<file path="config.mk">
export PLATFORM = sky130hd
export DESIGN_NAME = fpu_ss_csr_ctrl
export DESIGN_NICKNAME = d
export VERILOG_FILES = /design/src/rtl/fpu_ss_csr_ctrl.sv
export SDC_FILE = /design/constraint.sdc
export NUM_CORES = 1
export LEC_CHECK = 0
export ABC_AREA = 1
export CAP_MARGIN = 30
export CORE_ASPECT_RATIO = 1.25
export CORE_MARGIN = 4
export CORE_UTILIZATION = 32
export CTS_CLUSTER_SIZE = 25
export DETAILED_ROUTE_END_ITERATION = 7
export PLACE_DENSITY = 0.67
export SETUP_SLACK_MARGIN = 0.05
export SLEW_MARGIN = 25
export SYNTH_ARGS = -nofsm -noshare
export SYNTH_HDL_FRONTEND = slang
export SYNTH_SLANG_ARGS = --single-unit
</file>
<file path="constraint.sdc">
create_clock -name clk_i -period 2.5 [get_ports clk_i]
set_input_delay 0.5 -clock clk_i [delete_from_list [all_inputs] [get_ports clk_i]]
set_output_delay 0.5 -clock clk_i [all_outputs]
set_load 0.01 [all_outputs]
</file>
<file path="src/rtl/fpu_ss_csr_ctrl.sv">
// FP CSR sequencer: owns frm/fflags, drains in-flight FPU ops before each CSR access.
// Optional rounding-mode legality flag: define FPU_SS_CSR_CTRL_RM_CHECK_EN.
module fpu_ss_csr_ctrl #(
   parameter int unsigned MAX_OUTSTANDING = 4
) (
   input  logic        clk_i,
   input  logic        rst_ni,
   input  logic        fpu_issue_valid_i,
   output logic        fpu_issue_ready_o,
   input  logic        fpu_retire_i,
   input  logic [4:0]  fpu_status_i,
   input  logic        csr_req_valid_i,
   output logic        csr_req_ready_o,
   input  logic [1:0]  csr_op_i,
   input  logic [1:0]  csr_addr_i,
   input  logic [31:0] csr_wdata_i,
   output logic        csr_rsp_valid_o,
   output logic [31:0] csr_rdata_o,
   output logic [2:0]  frm_o,
   output logic [4:0]  fflags_o,
   output logic        busy_o,
   output logic        frm_illegal_o
);

   localparam int unsigned CNT_W = $clog2(MAX_OUTSTANDING + 1);

   localparam logic [1:0] OP_WRITE    = 2'd1;
   localparam logic [1:0] OP_SET      = 2'd2;
   localparam logic [1:0] OP_CLEAR    = 2'd3;
   localparam logic [1:0] ADDR_FFLAGS = 2'd1;
   localparam logic [1:0] ADDR_FRM    = 2'd2;
   localparam logic [1:0] ADDR_FCSR   = 2'd3;

   typedef enum logic [1:0] {
      IDLE  = 2'd0,
      DRAIN = 2'd1,
      EXEC  = 2'd2
   } state_e;

   state_e           state_q, state_d;
   logic [CNT_W-1:0] count_q, count_d;
   logic [2:0]       frm_q, frm_d;
   logic [4:0]       fflags_q, fflags_d;
   logic [1:0]       op_q, addr_q;
   logic [7:0]       wdata_q;

   logic             issue_ready_c;
   logic             issue_fire;
   logic             req_fire;
   logic [7:0]       old_fld;
   logic [7:0]       wd_fld;
   logic [7:0]       new_fld;
   logic             unused_wdata_hi;

   // fcsr only carries 8 bits; upper write-data bits are architecturally ignored
   assign unused_wdata_hi = ^csr_wdata_i[31:8];

   always_comb begin
      issue_ready_c = (state_q == IDLE) && !csr_req_valid_i &&
                      (count_q < CNT_W'(MAX_OUTSTANDING));
      issue_fire    = fpu_issue_valid_i && issue_ready_c;
      req_fire      = csr_req_valid_i && (state_q == IDLE);

      count_d = count_q;
      if (issue_fire && !fpu_retire_i) begin
         count_d = count_q + CNT_W'(1);
      end else if (!issue_fire && fpu_retire_i && (count_q != '0)) begin
         count_d = count_q - CNT_W'(1);
      end

      // Addressed field and write operand, both viewed in an 8-bit fcsr-sized window
      old_fld = 8'h00;
      wd_fld  = 8'h00;
      case (addr_q)
         ADDR_FFLAGS: begin
            old_fld = {3'b000, fflags_q};
            wd_fld  = {3'b000, wdata_q[4:0]};
         end
         ADDR_FRM: begin
            old_fld = {5'b00000, frm_q};
            wd_fld  = {5'b00000, wdata_q[2:0]};
         end
         ADDR_FCSR: begin
            old_fld = {frm_q, fflags_q};
            wd_fld  = wdata_q;
         end
         default: ;
      endcase

      case (op_q)
         OP_WRITE: new_fld = wd_fld;
         OP_SET:   new_fld = old_fld | wd_fld;
         OP_CLEAR: new_fld = old_fld & ~wd_fld;
         default:  new_fld = old_fld;
      endcase

      fflags_d = fflags_q | (fpu_retire_i ? fpu_status_i : 5'b00000);
      frm_d    = frm_q;
      if (state_q == EXEC) begin
         case (addr_q)
            ADDR_FFLAGS: fflags_d         = new_fld[4:0];
            ADDR_FRM:    frm_d            = new_fld[2:0];
            ADDR_FCSR:   {frm_d, fflags_d} = new_fld;
            default: ;
         endcase
      end

      state_d = state_q;
      case (state_q)
         IDLE: begin
            if (req_fire) begin
               state_d = ((count_q == '0) && !fpu_retire_i) ? EXEC : DRAIN;
            end
         end
         // Registered count: the final retire's flags are already in fflags_q
         DRAIN:   if (count_q == '0) state_d = EXEC;
         EXEC:    state_d = IDLE;
         default: state_d = IDLE;
      endcase
   end

   always_ff @(posedge clk_i or negedge rst_ni) begin
      if (!rst_ni) begin
         state_q  <= IDLE;
         count_q  <= '0;
         frm_q    <= 3'd0;
         fflags_q <= 5'd0;
         op_q     <= 2'd0;
         addr_q   <= 2'd0;
         wdata_q  <= 8'd0;
      end else begin
         state_q  <= state_d;
         count_q  <= count_d;
         frm_q    <= frm_d;
         fflags_q <= fflags_d;
         if (req_fire) begin
            op_q    <= csr_op_i;
            addr_q  <= csr_addr_i;
            wdata_q <= csr_wdata_i[7:0];
         end
      end
   end

   assign fpu_issue_ready_o = issue_ready_c;
   assign csr_req_ready_o   = (state_q == IDLE);
   assign busy_o            = (state_q != IDLE);
   assign csr_rsp_valid_o   = (state_q == EXEC);
   assign csr_rdata_o       = (state_q == EXEC) ? {24'h000000, old_fld} : 32'h0000_0000;
   assign frm_o             = frm_q;
   assign fflags_o          = fflags_q;

`ifdef FPU_SS_CSR_CTRL_RM_CHECK_EN
   assign frm_illegal_o = (frm_q >= 3'd5);
`else
   assign frm_illegal_o = 1'b0;
`endif

   retire_underflow_a : assert property (@(posedge clk_i) disable iff (!rst_ni)
      !(fpu_retire_i && (count_q == '0)))
      else $error("fpu_ss_csr_ctrl: retire with no op outstanding");

endmodule

</file>
# == Word-level counts from Yosys, hierarchy flattened ==
# Index checks and enable logic that the tools add are counted.
# classes
muxes,14
add_sub_neg,2
bitwise_logic,4
mul,0
order_cmp,1
reduce_logical,20
n_div,0
shifts,0
eq_ne,10
# op_table
op,count
one-hot mux 8 bit (3 select lines),3
two-way mux 5 bit,3
equality test 2 bit (second input constant),5
AND 8 bit,1
logical AND 1 bit,8
two-way mux 8 bit,1
NOT 8 bit,1
bitwise OR 8 bit,1
equality test 2 x 1 -> 1 bit (second input constant),3
two-way mux 2 bit,3
two-way mux 3 bit,2
one-hot mux 3 bit (2 select lines),1
nonzero test 2 bit,3
bitwise OR 5 bit,1
one-hot mux 2 bit (2 select lines),1
AND reduction 2 bit,2
adder 3 x 1 -> 3 bit (second input constant),1
zero test 1 bit,3
zero test 3 bit,1
< comparator 3 bit (second input constant),1
nonzero test 3 bit,1
subtractor 3 x 1 -> 3 bit (second input constant),1
zero test 2 bit,1
inequality test 2 x 1 -> 1 bit (second input constant),1
other kinds (2),2
# totals
romBits,0
memories,0
mem_bits_rw,0
out_inout_bits,45
latchBits,0
in_bits,46
wordCells,58
reg_bits,25

# == Logic depth before layout (Yosys ltp) ==
# logic_depth
word_depth,9
mapped_depth,10
ltp_nobuf,9

# == Worst setup path after synthesis ==
# No wires, ideal clock.
# synth_path
path_kind,register to register
start,register state_q[1]
end,register count_q[2]
required_ps,2383
stages_incl_launch_ff,10
setup_time_ps,117
setup_slack_ps,959
period_less_slack_ps,1541
arrival_ps,1424
path_buffers,0
path_cell_list,dfrtp_1 nor2_4 nand3_2 nor2_2 nand2_2 fa_1 inv_1 nand2_1 nand2_1 nand2_1
# synth_between
elab_chain_cells,8
word_cells_on_any_way,10
classes_between,mux (1); reduce/logical (9)
# synth_rtl
element,line,source
from (decl),40,"state_e state_q, state_d;"
from (signal assigned),132,state_q <= state_d;
zero test 2 bit (*),--,
named net csr_req_ready_o,13,"output logic csr_req_ready_o,"
logical AND 1 bit (*) (2 in a row),59,issue_ready_c = (state_q == IDLE) && !csr_req_valid_i &&
logical AND 1 bit (*),61,issue_fire = fpu_issue_valid_i && issue_ready_c;
zero test 1 bit,67,end else if (!issue_fire && fpu_retire_i && (count_q != '0)) begin
logical AND 1 bit (2 in a row),67,
nonzero test 2 bit (no source line),--,
to (signal assigned),133,count_q <= count_d;
to (decl),41,"logic [CNT_W-1:0] count_q, count_d;"
# Mark *: on every way through the listed nets, which the timed path passes. The rest lies on a longest branch.
# A chain may end at the register's enable or synchronous reset.

# == Worst setup path in the final report ==
# layout_path
start,register state_q[0]
end,output csr_rdata_o[1]
# layout_between
elab_chain_cells,2
# layout_rtl
element,line,source
equality test 2 bit,148,"assign csr_rdata_o = (state_q == EXEC) ? {24'h000000, old_fld} : 32'h0000_0000;"
two-way mux 8 bit,148,
to (decl),18,"output logic [31:0] csr_rdata_o,"
# No other way between the ends.

==> results.txt <==
* Via total after detailed routing: 1431
- Aggregate global routing overflow: 0
- Total half-perimeter wirelength after legalization and detailed placement: 2.816 mm
- Among all flip-flop cells after synthesis, the most frequent one is sky130_fd_sc_hd__dfrtp_1.
* Placement-stage cell area: 0.002027 mm2
- Area of the mapped netlist: 0.001673 mm2
- Counting instances, the worst hold path has a depth of 2.
- Endpoint type of the worst setup path: primary output
* Kind of critical path: register to primary output
* Total Wirelength: 3.551 mm
- The first global-routing pass estimated 5.878 mm of wire.
* Number of fillers in the final layout: 543
* Share of synthesized area occupied by flip-flops and latches: 37.40%
- Die Area: 0.006456 mm2
- Detail Route met3 WL: 284 um
- Setup violations remaining at the end of the flow were counted as 0.
- During I/O placement, the number of pins put on the boundary was 91.
- The worst register-to-register path has a depth of 9.
* CP max FO: 11
* Port Buffers: 41
- The number of buffers and inverters on the critical path is 2.
- Cell count after synthesis: 222
- Area Overhead vs Synth: 24.16%
* Setup repair after global routing missed its margin: no
- Clock latency on the worst-skew pair: 0.27 ns
* # rows: 29
- CTS built an H-tree with a depth of 1.
- After detailed placement, the design holds a cell count of 320.
- Classification of the worst-slack hold path: register to register
* Leakage power: 1.028 nW
- Across the run, the number of max-cap violations was 0.
* Number of global-route vias before repair: 1324
- Met2 WL post-DR: 1.726 mm
- Of all cell types, the one taking the most synthesized area is sky130_fd_sc_hd__dfrtp_1.
- Global routing used 11.55% of the available tracks across all layers.
- For this block, the initial DRC count from the detailed router was 50.
- The commonest cells after synthesis are sky130_fd_sc_hd__nand2_1, sky130_fd_sc_hd__inv_1, sky130_fd_sc_hd__buf_4, sky130_fd_sc_hd__dfrtp_1, sky130_fd_sc_hd__nand3_1.
- Summing all non-filler instances in the final layout gives an area of 0.002077 mm2.
* Final setup skew: 0.003765 ns
- Cell Chain, Critical Path: inv_1 > nand2_2 > a21oi_1 > clkdlybuf4s50_1
- After the last flow step, the layout net total stands at 310.
* Status: finished, final reports clean
* Final critical path time including I/O delays and setup: 2.332 ns
* Number of antenna-violating nets in the routed design: 0
- In the final layout, the share of cells above drive strength 1 is 9.542%.
- Clock-pin slew was measured on the worst setup and hold paths at 0.09 ns.
- Core ar.: 0.005080 mm2
- Counting the buffers created by CTS gives 3.
* Peak clock frequency supported by timing: 0.4289 GHz
- Power spread over the standard cell area amounts to 1057 mW/mm2.
* Period utilization: 93.26%
- In the final routing, the length of wire on met1 measures 1.522 mm.
- Top-area cell type share of the netlist area: 37.40%
* Synth Register Bits: 25
- For this run, asynchronously set or reset flops after synthesis account for 100.0%.
- Most frequent cell after synthesis: sky130_fd_sc_hd__nand2_1
* Mean cell area of the mapped netlist: 7.535 um2
- The repair_antennas step left the layout with diodes totalling 0.
- The congestion estimate from routability-driven global placement came to 0.8966.
- For this run, the share of the core covered by cells in the final layout is 40.89%.
- Data on the critical path is required at its endpoint by 2.00 ns.
- Initial antenna violation count: 0
- The design draws 2.196 mW.
- Final Hold Violating Endpoints: 0
- Count of cell types in the netlist: 24
* Number of cells on the critical path: 4
- Cell at the root of the clock tree: sky130_fd_sc_hd__clkbuf_8
- Excluding fillers, the count of instances in the completed layout stands at 324.
- Signal routing reaches up to met4.
* Via count normalized by instance count: 4.417
* First-pass DRT Iterations: 4
* Die Span Y: 88.84 um
* Crit path launch type: register
* Number of enable flip-flop cells after synthesis: 0
- Dominant delay contributor by cell family on the critical path: buffers and inverters
- Top area cells in the synthesized netlist: sky130_fd_sc_hd__dfrtp_1, sky130_fd_sc_hd__nand2_1, sky130_fd_sc_hd__buf_4
- Yosys printed 0 warnings.
- Across the VDD grid, the largest voltage drop is 0.5818 mV.
- The tree built by TritonCTS fans out to 25 sinks.
- Starting density of the core: 32.93%
* Arrival @ worst endpoint: 1.83 ns
- Die span in x: 72.67 um
- Cell at the slowest stage of the critical path: sky130_fd_sc_hd__clkdlybuf4s50_1
* Routed wirelength normalized by instance count: 10.96 um
- The count of final max-slew check failures was 0.
- Entering global routing, the biggest net connects 26 pins.
* Delay of the slowest cell on the worst path: 0.58 ns
- Summed over all failing endpoints, the final setup total negative slack is 0 ns.
* Number of remaining DRC errors: 0
- Clock tree from TritonCTS: done
* Buffer levels on the longest clock path: 2
-- registers in the layout (all words and copies together) (netlist names) --
signal and flops:
addr_q 2, count_q 3, wdata_q 8, fflags_o 5, op_q 2, frm_o 3, state_q 2
-- final cells by class --
class	instances	area (um2)	area share (%)
clock buffers	3	41.29	1.988
clock inverters	1	5.005	0.2410
inverters	28	105.1	5.060
multi-input cells	162	795.8	38.31
flip-flops and latches	25	626.9	30.18
well taps	62	77.57	3.735
repair buffers	43	425.4	20.48
-- power by group --
part	internal [mW]	total (mW)	leakage, nW	switching [mW]
Combinational	0.514	1.15	0.723	0.639
Sequential	0.596	0.802	0.279	0.206
Clock	0.111	0.241	0.0255	0.129
-- layer usage --
metal	up-vias	GRT usage, %
met5	-	0
met4	0	2.517
met3	2	2.386
met2	52	19.05
met1	656	15.61
li1	721	-
-- path summary, 6_finish.rpt --
| path | startpoint | to | slack, ns |
|---|---|---|---|
| max | state_q[0]$_DFFE_PN0P_ | csr_rdata_o[1] | 0.17 |
| min | wdata_q[0]$_DFFE_PN0P_ | wdata_q[0]$_DFFE_PN0P_ | 0.52 |
| max reg2reg | state_q[1]$_DFFE_PN0P_ | count_q[2]$_DFFE_PN0P_ | 0.86 |
| min reg2reg | wdata_q[0]$_DFFE_PN0P_ | wdata_q[0]$_DFFE_PN0P_ | 0.52 |
| max in group asynchronous | rst_ni | addr_q[0]$_DFFE_PN0P_ | 1.65 |
| min in group asynchronous | rst_ni | count_q[2]$_DFFE_PN0P_ | 0.59 |
-- logic make-up (layout without fill, tap and decap cells) --
kind of cell	after synthesis	count (layout)	synth area share, %
and+or+nand+nor	108	108	29.17
buffers and inverters	59	75	20.57
DFF	25	25	37.40
AOI/OAI and AO/OA	22	22	7.106
muxes	5	5	3.366
adders and majority gates	1	1	1.197
other	1	25	0.2242
xor gates and xnor gates	1	1	0.9726
-- what timing repair did --
action	in CTS	in global routing
gates resized for setup	1	1
setup endpoints to repair	4	5
hold buffers	0	0
setup buffers	0	0
-- per-stage QoR --
step,hold slack [ns],setup WS [ns]
after global routing,0.5428,0.05104
after floorplan,0.2044,0.9587
after global placement,0.5010,0.2667
final,0.5201,0.1685
after CTS,0.5235,0.1481
after detailed placement,0.5014,0.2621
-- cells in the final DEF, fill, tap and decap left out, types with 5 or more instances in the layout --
cell | synthesis | layout
sky130_fd_sc_hd__dfrtp_1 | 25 | 24
sky130_fd_sc_hd__clkdlybuf4s50_1 | 0 | 41
sky130_fd_sc_hd__mux2_2 | 5 | 5
sky130_fd_sc_hd__nand2_1 | 55 | 54
sky130_fd_sc_hd__o21ai_0 | 5 | 5
sky130_fd_sc_hd__a21oi_1 | 14 | 14
sky130_fd_sc_hd__inv_1 | 27 | 27
sky130_fd_sc_hd__nand2_2 | 4 | 5
sky130_fd_sc_hd__nand3_1 | 23 | 23
sky130_fd_sc_hd__nor2_1 | 18 | 18
sky130_fd_sc_hd__conb_1 | 1 | 25
-- worst min-delay path: cells and delay by family (launching register included) --
kind / cells / cell delay, ns
compound gates: 1 / 0.06
buf+inv: 1 / 0.06
flops: 1 / 0.37
Power figures use the tool's default switching activity.
